### config.mk
export PLATFORM = sky130hd
export DESIGN_NAME = sort_result_streamer
export DESIGN_NICKNAME = d
export VERILOG_FILES = /design/src/rtl/sort_result_streamer.sv
export SDC_FILE = /design/constraint.sdc
export NUM_CORES = 1
export LEC_CHECK = 0
export CORE_ASPECT_RATIO = 1.1
export CORE_UTILIZATION = 40
export CTS_CLUSTER_DIAMETER = 200
export DETAILED_ROUTE_END_ITERATION = 10
export HOLD_SLACK_MARGIN = 0.03
export REMOVE_ABC_BUFFERS = 1
export SLEW_MARGIN = 20
export SYNTH_ARGS = -nofsm -noshare
export SYNTH_HDL_FRONTEND = slang
export SYNTH_SLANG_ARGS = --single-unit
### constraint.sdc
create_clock -name clk -period 2.4 [get_ports clk]
set_input_delay 0.48 -clock clk [delete_from_list [all_inputs] [get_ports clk]]
set_output_delay 0.48 -clock clk [all_outputs]
set_load 0.01 [all_outputs]
### src/rtl/sort_result_streamer.sv
// Streams the settled output of the odd-even transposition sorter, smallest first, over valid/ready.
// Optional capture-order check enabled by defining SORT_RESULT_CHECK_EN.
module sort_result_streamer #(
  parameter int N_ELEM        = 5,
  parameter int WIDTH         = 8,
  parameter int SETTLE_CYCLES = 5
) (
  input  logic                       clk,
  input  logic                       reset,
  input  logic                       start,
  input  logic [WIDTH-1:0]           sorted_in [N_ELEM],
  output logic                       busy,
  output logic [WIDTH-1:0]           out_data,
  output logic                       out_valid,
  input  logic                       out_ready,
  output logic                       out_last,
  output logic [$clog2(N_ELEM)-1:0]  out_index,
  output logic [7:0]                 frame_count,
  output logic                       sort_err
);

  localparam int IDX_W = $clog2(N_ELEM);
  localparam int CNT_W = (SETTLE_CYCLES > 1) ? $clog2(SETTLE_CYCLES) : 1;
  localparam logic [IDX_W-1:0] LAST_IDX = IDX_W'(N_ELEM - 1);
  localparam logic [CNT_W-1:0] CNT_LOAD = CNT_W'(SETTLE_CYCLES - 1);

  localparam logic [1:0] ST_IDLE   = 2'd0;
  localparam logic [1:0] ST_SETTLE = 2'd1;
  localparam logic [1:0] ST_STREAM = 2'd2;

  logic [1:0]       state_r;
  logic [CNT_W-1:0] cnt_r;
  logic [IDX_W-1:0] idx_r;
  logic [WIDTH-1:0] buf_r [N_ELEM];
  logic [WIDTH-1:0] out_data_r;
  logic             busy_r;
  logic             out_valid_r;
  logic             out_last_r;
  logic [7:0]       frame_count_r;
  logic [IDX_W-1:0] next_idx_s;
  logic             capture_s;

  assign next_idx_s = idx_r + IDX_W'(1);
  assign capture_s  = (state_r == ST_SETTLE) && (cnt_r == CNT_W'(0));

  // Frame sequencing: settle countdown, capture, and beat-by-beat output registers.
  always_ff @(posedge clk or posedge reset) begin
    if (reset) begin
      state_r       <= ST_IDLE;
      cnt_r         <= CNT_W'(0);
      idx_r         <= IDX_W'(0);
      out_data_r    <= WIDTH'(0);
      busy_r        <= 1'b0;
      out_valid_r   <= 1'b0;
      out_last_r    <= 1'b0;
      frame_count_r <= 8'd0;
      for (int i = 0; i < N_ELEM; i++) buf_r[i] <= WIDTH'(0);
    end else begin
      case (state_r)
        ST_IDLE: begin
          if (start) begin
            state_r <= ST_SETTLE;
            cnt_r   <= CNT_LOAD;
            busy_r  <= 1'b1;
          end
        end
        ST_SETTLE: begin
          if (cnt_r != CNT_W'(0)) begin
            cnt_r <= cnt_r - CNT_W'(1);
          end else begin
            for (int i = 0; i < N_ELEM; i++) buf_r[i] <= sorted_in[i];
            state_r     <= ST_STREAM;
            idx_r       <= IDX_W'(0);
            out_data_r  <= sorted_in[0];
            out_valid_r <= 1'b1;
            out_last_r  <= (LAST_IDX == IDX_W'(0));
          end
        end
        ST_STREAM: begin
          // The next element is preloaded so out_data never depends on out_ready combinationally.
          if (out_ready) begin
            if (idx_r == LAST_IDX) begin
              state_r       <= ST_IDLE;
              busy_r        <= 1'b0;
              out_valid_r   <= 1'b0;
              out_last_r    <= 1'b0;
              frame_count_r <= frame_count_r + 8'd1;
            end else begin
              idx_r      <= next_idx_s;
              out_data_r <= buf_r[next_idx_s];
              out_last_r <= (next_idx_s == LAST_IDX);
            end
          end
        end
        default: begin
          state_r     <= ST_IDLE;
          busy_r      <= 1'b0;
          out_valid_r <= 1'b0;
          out_last_r  <= 1'b0;
        end
      endcase
    end
  end

  assign busy        = busy_r;
  assign out_data    = out_data_r;
  assign out_valid   = out_valid_r;
  assign out_last    = out_last_r;
  assign out_index   = idx_r;
  assign frame_count = frame_count_r;

`ifdef SORT_RESULT_CHECK_EN
  logic sort_err_r;

  function automatic logic order_violation(input logic [WIDTH-1:0] v [N_ELEM]);
    logic bad;
    bad = 1'b0;
    for (int i = 0; i < N_ELEM - 1; i++) begin
      if (v[i] > v[i+1]) bad = 1'b1;
    end
    return bad;
  endfunction

  // Order flag: evaluated on the values being captured, held until the next accepted start.
  always_ff @(posedge clk or posedge reset) begin
    if (reset) begin
      sort_err_r <= 1'b0;
    end else if ((state_r == ST_IDLE) && start) begin
      sort_err_r <= 1'b0;
    end else if (capture_s) begin
      sort_err_r <= order_violation(sorted_in);
    end
  end

  assign sort_err = sort_err_r;
`else
  logic unused_capture_s;
  assign unused_capture_s = capture_s;
  assign sort_err = 1'b0;
`endif

endmodule
# Yosys cells after proc, flatten, opt, wreduce, memory -nomap -nowiden
# Index checks and enable logic that the tools add are counted.
# totals
in_bits,44
output_inout_bits,23
reg_bits,67
# classes
eq_ne,10
n_bitwise,4
addsub,3
n_lt_le_gt_ge,1
muxes,29
n_reduce_logical,12
# ops
op,count
two-way mux 8 bit,5
binary-select mux 8 bit (select 3 bit),1
one-hot mux 8 bit (2 select lines),1
AND reduction 4 bit,4
two-way mux 3 bit,5
one-hot mux 3 bit (2 select lines),2
!= test 2 bit (second input constant),5
one-hot mux 1 bit (3 select lines),3
AND reduction 3 bit,3
adder 8 x 1 -> 8 bit (second input constant),1
two-way mux 2 bit,4
two-way mux 1 bit,7
equality test 3 bit (second input constant),2
one-hot mux 2 bit (3 select lines),1
greater-or-equal comparator 4 bit (second input constant),1
NOT 3 -> 4 bit,1
nonzero test 2 bit,2
adder 3 x 1 -> 3 bit (second input constant),1
NOT 1 bit,3
nonzero test 3 bit,1
subtractor 3 x 1 -> 3 bit (second input constant),1
equality test 2 x 1 -> 1 bit (second input constant),1
equality test 2 bit (second input constant),1
zero test 2 bit,1
other kinds (2),2

# Depth between registers and ports, before layout
# logic_depth
word_depth,8
ltp_mapped,9
ltp_nobuf,7

# Least setup slack after synthesis
# No wires, ideal clock.
# synth_path
path_kind,reg-to-reg
from,"register idx_r[0], in the netlist out_index[0]"
to,"register out_data_r[6], in the netlist out_data[6]"
path_stages_with_launch,10
period_less_slack_ns,2.121
arrival_ns,1.999
path_slack_ns,0.279
n_path_buf,3
path_cell_list,dfrtp_1 -> buf_2 -> clkbuf_1 -> inv_1 -> ha_1 -> clkbuf_1 -> nand2b_1 -> o21ai_0 -> a21oi_1 -> o22a_1
# synth_between
elab_chain_len,8
word_cells_on_any_way,11
cone_classes,1 x add/sub; 2 x eq/ne; 6 x mux; 1 x bitwise; 1 x reduce/logical
# synth_rtl
element,line,source
"start, declared",33,logic [IDX_W-1:0] idx_r;
"start signal, assigned",89,idx_r <= next_idx_s;
adder 3 x 1 -> 3 bit,43,assign next_idx_s = idx_r + IDX_W'(1);
NOT 3 -> 4 bit (not written as such),90,out_data_r <= buf_r[next_idx_s];
binary-select mux 8 bit (select 3 bit),90,
two-way mux 8 bit (not written as such) (2 in a row),90,
two-way mux 8 bit,82,if (idx_r == LAST_IDX) begin
two-way mux 8 bit,81,if (out_ready) begin
one-hot mux 8 bit (2 select lines),59,case (state_r)
"end signal, assigned",74,out_data_r <= sorted_in[0];
"end signal, assigned",90,
"end, declared",35,logic [WIDTH-1:0] out_data_r;
# Parallel ways exist; a longest one is shown, timed or not. The select of a mux whose other input is x is not followed.
# A chain may end at the register's enable or synchronous reset.

# Worst setup path after layout
# layout_path
from,"register idx_r[0], in the netlist out_index[0]"
to,output port out_index[0]
# layout_lines
element,line,source
"end, declared",17,"output logic [$clog2(N_ELEM)-1:0] out_index,"
# No word-level cell between the ends.

==> results.yml <==
synth:
  synth_area_leaders: "sky130_fd_sc_hd__dfrtp_1 52%, sky130_fd_sc_hd__mux2_2 17%, sky130_fd_sc_hd__o21ai_0 4.6%"
  synth-async-reset-ratio_pct: 100
  synth.lib_cells_used.distinct: 34
  post-synth-top-area-fraction_pct: 51.9
  synth-main-ff-cell: "sky130_fd_sc_hd__dfrtp_1"
  ys_seq_elements: 67
  mappedNetlistArea_um2: 3230
  avgSynthCellArea_um2: 11.3
  synth_adder_area_share_pct: 2.32
  muxShareOfSynthArea_pct: 17.4
  synth_cells: 286
  synth_compound_gate_area_share_pct: 10.8
  combinational_family_with_the_most_area_after_synthesis: "multiplexers"
  number_of_enable_type_register_cells_in_the_synthesized_netlist: 0
  synth_seq_area_share_pct: 51.9
  top_cells_by_count_synth: "67 x sky130_fd_sc_hd__dfrtp_1, 49 x sky130_fd_sc_hd__mux2_2, 30 x sky130_fd_sc_hd__o21ai_0"
  synth-simple-area-share_pct: 11.8
  synth.largest_area_cell: "sky130_fd_sc_hd__dfrtp_1"
  synth_xor_xnor_area_share_pct: 1.90
  most_frequently_used_cell_type_in_the_post_synthesis_netlist: "sky130_fd_sc_hd__dfrtp_1"
  ys.warnings.count: 0
drt:
  route.met3.wl_um: 206
  routedLengthMet1_um: 3180
  post_drt_via_cell_ratio: 4.98
  remaining_drc_errors: 0
  total_wire_length_after_detailed_routing_um: 6740
  top_signal_layer_used: "met4"
  dr.first_iter.drc_count: 87
  drtAntennaViolNets: 0
  dr_total_vias: 2321
  detail_route.wl_per_cell_um: 14.5
  route.met2.wl_um: 3230
  drt_pre_antenna_iters: 4
hold_path:
  hold_path_depth: 1
  timing.hold.worst.class: "flop to flop"
  holdCritStartpoint: "frame_count[7]"
  hold_path_end: "frame_count[7]"
setup_path:
  crit_path_top_delay_cell: "sky130_fd_sc_hd__clkdlybuf4s50_1"
  startpoint_type: "flop"
  rr_worst_depth: 7
  critical_path.max_fanout: 26
  worst_r2r_startpoint: "out_index[0]"
  worstPathArrival_ns: 1.57
  timing.setup.critical_path_class: "flop to output pin"
  reg2reg_to: "out_data[2]"
  worst_ep_required_time_ns: 1.92
  flop_to_flop_setup_slack_ns: 0.35
  critical_path.max_stage_delay_ns: 0.60
  crit_path_end_kind: "output pin"
  timing.critical_path.cells: "buf_4 > clkdlybuf4s50_1"
clocking:
  clk_pin_slew_worst_paths_ns: 0.07
  htreeDepth: 3
  clock_sink_count: 67
  cts-root-buf: "sky130_fd_sc_hd__clkbuf_8"
  cts.repair.resized: 0
  cts_setup_buffers: 0
  cts_hold_repair.buffers: 0
  cts_made_buffers: 9
  cts-root-to-sink-buffers: 2
  clk-insertion-delay-late_ns: 0.34
  tritoncts_clock_tree: "built"
floorplan:
  die-area_um2: 8440
  placement_rows: 34
  initial_util_pct: 41.1
  floorplan.die.width_um: 87.7
  core_area_um2: 7870
  design.portCount: 67
  die-height_um: 96.3
power:
  power_leakage_nw: 1.75
  report.power.total_mw: 4.63
  netSwitchingPower_mw: 1.51
  combPwrFrac_pct: 40.2
  power.switching_fraction_pct: 32.5
  power_frac_seq_pct: 41.5
  power_density_nw_per_um2: 1110
  vdd_ir_drop_max_uv: 455
  power_frac_clock_pct: 18.4
  cellInternalPower_mw: 3.12
final_layout:
  areaGrowthSynthToFinish_pct: 29.3
  post_route_cells_drive_above_1_share_pct: 21.2
  design_area_um2: 4180
  antenna_diode_instance_count: 0
  post-route-util_pct: 53.1
  finish.cell_count_without_fillers: 466
  fill_cell_instance_count_of_the_final_layout: 705
  design.final.nets: 403
place:
  post_dp_cell_area_um2: 4000
  numPortBuffers: 65
  dpl.hpwl_um: 4650
  placedCellCount: 450
  gp_routability_congestion: 0.700
global_routing:
  grt_usage_pct: 17.8
  grt_antenna_before_repair: 0
  overflow: 0
  grt_max_degree: 68
  grt_first_pass_wirelength_um: 11200
  grt_pass1_vias: 2306
timing:
  fin_skew_ns: 0.00463
  max_slew.worst_pin.slew_ns: 0.507
  final_period_minus_worst_setup_slack_ns: 2.05
  timing.final.setup_violations: 0
  fin_crit_sh_pct: 85.5
  rsz0062_at_grt: "no"
  slew-limit-headroom_pct: 66.2
  whs_ns: 0.474
  fmaxAchievable_ghz: 0.487
  drv_slew: 0
  hold_viol: 0
outcome:
  outcome: "completed"
run:
  max_cap_violations: 0
## per-stage QoR
stage	setup slack (ns)	setup TNS, ns
2_1_floorplan	-0.466	-9.89
3_3_place_gp	0.396	0
3_5_place_dp	0.322	0
4_1_cts	0.309	0
5_1_grt	0.126	0
6_report	0.347	0
## cell type report
type / count / area, um^2 / area share, %
repair buffers: 72 / 716 / 17.1
clock inverters: 4 / 25.0 / 0.599
multi-input cells: 193 / 1430 / 34.3
flip-flops and latches: 67 / 1680 / 40.1
clock buffers: 12 / 155 / 3.71
inverters: 10 / 37.5 / 0.898
well taps: 108 / 135 / 3.23
## cells in the final DEF, fill, tap and decap left out, drive strengths merged, types with 3 or more instances in the layout
cell	synthesis	layout
a21oi	11	11
a22o	3	3
and2	9	9
buf	13	7
clkbuf	3	12
clkdlybuf4s50	0	65
dfrtp	67	67
ha	6	6
inv	10	10
mux2	49	49
nand2	24	24
nand3	7	7
nor2	3	3
nor2b	17	17
o21ai	30	30
o22a	8	8
xnor2	6	6
## state kept, by name (all words and copies together), names as in the netlist
| register | count |
|---|---|
| buf_r | 40 |
| frame_count | 8 |
| out_data | 8 |
| cnt_r | 3 |
| out_index | 3 |
| state_r | 2 |
| busy | 1 |
| out_last | 1 |
| out_valid | 1 |
## critical path: cells and delay by family, from the launching register on
kind / cells / cell delay, ns
flops: 1 / 0.35
buf+inv: 2 / 0.88
## metal layers
metal | global-route usage, % | up-vias
met1 | 23.0 | 1139
li1 | - | 1122
met2 | 29.1 | 48
met3 | 3.00 | 12
met4 | 8.20 | 0
met5 | 0 | -
## kinds of logic after synthesis
| kind of cell | count (synthesis) |
|---|---|
| xor gates and xnor gates | 7 |
| and+or+nand+nor | 71 |
| buffers and inverters | 26 |
| DFF | 67 |
| other | 1 |
| muxes | 50 |
| adders and majority gates | 6 |
| AOI/OAI and AO/OA | 58 |
## worst max-delay path by stage
stage | end | slack (ns) | start | depth (start not counted)
floorplan | out_data[0] | -0.47 | cnt_r[0] | 6
global placement | out_data[2] | 0.40 | out_index[0] | 6
detailed placement | out_data[3] | 0.32 | out_index[1] | 6
CTS | out_index[0] | 0.31 | out_index[0] | 2
global route | out_data[2] | 0.13 | out_index[0] | 6
finish | out_index[0] | 0.35 | out_index[0] | 2
## power by group through the flow
stage                     logic [mW]  registers, mW  clock network (mW)
after floorplan                 1.26           1.91                   0
after global placement          1.85           1.94                   0
after detailed placement        1.88           1.95                   0
after CTS                       1.89           1.93               0.879
after global routing            2.09           1.99               0.923
final                           1.86           1.92               0.850
(Power assumes the default switching activity.)
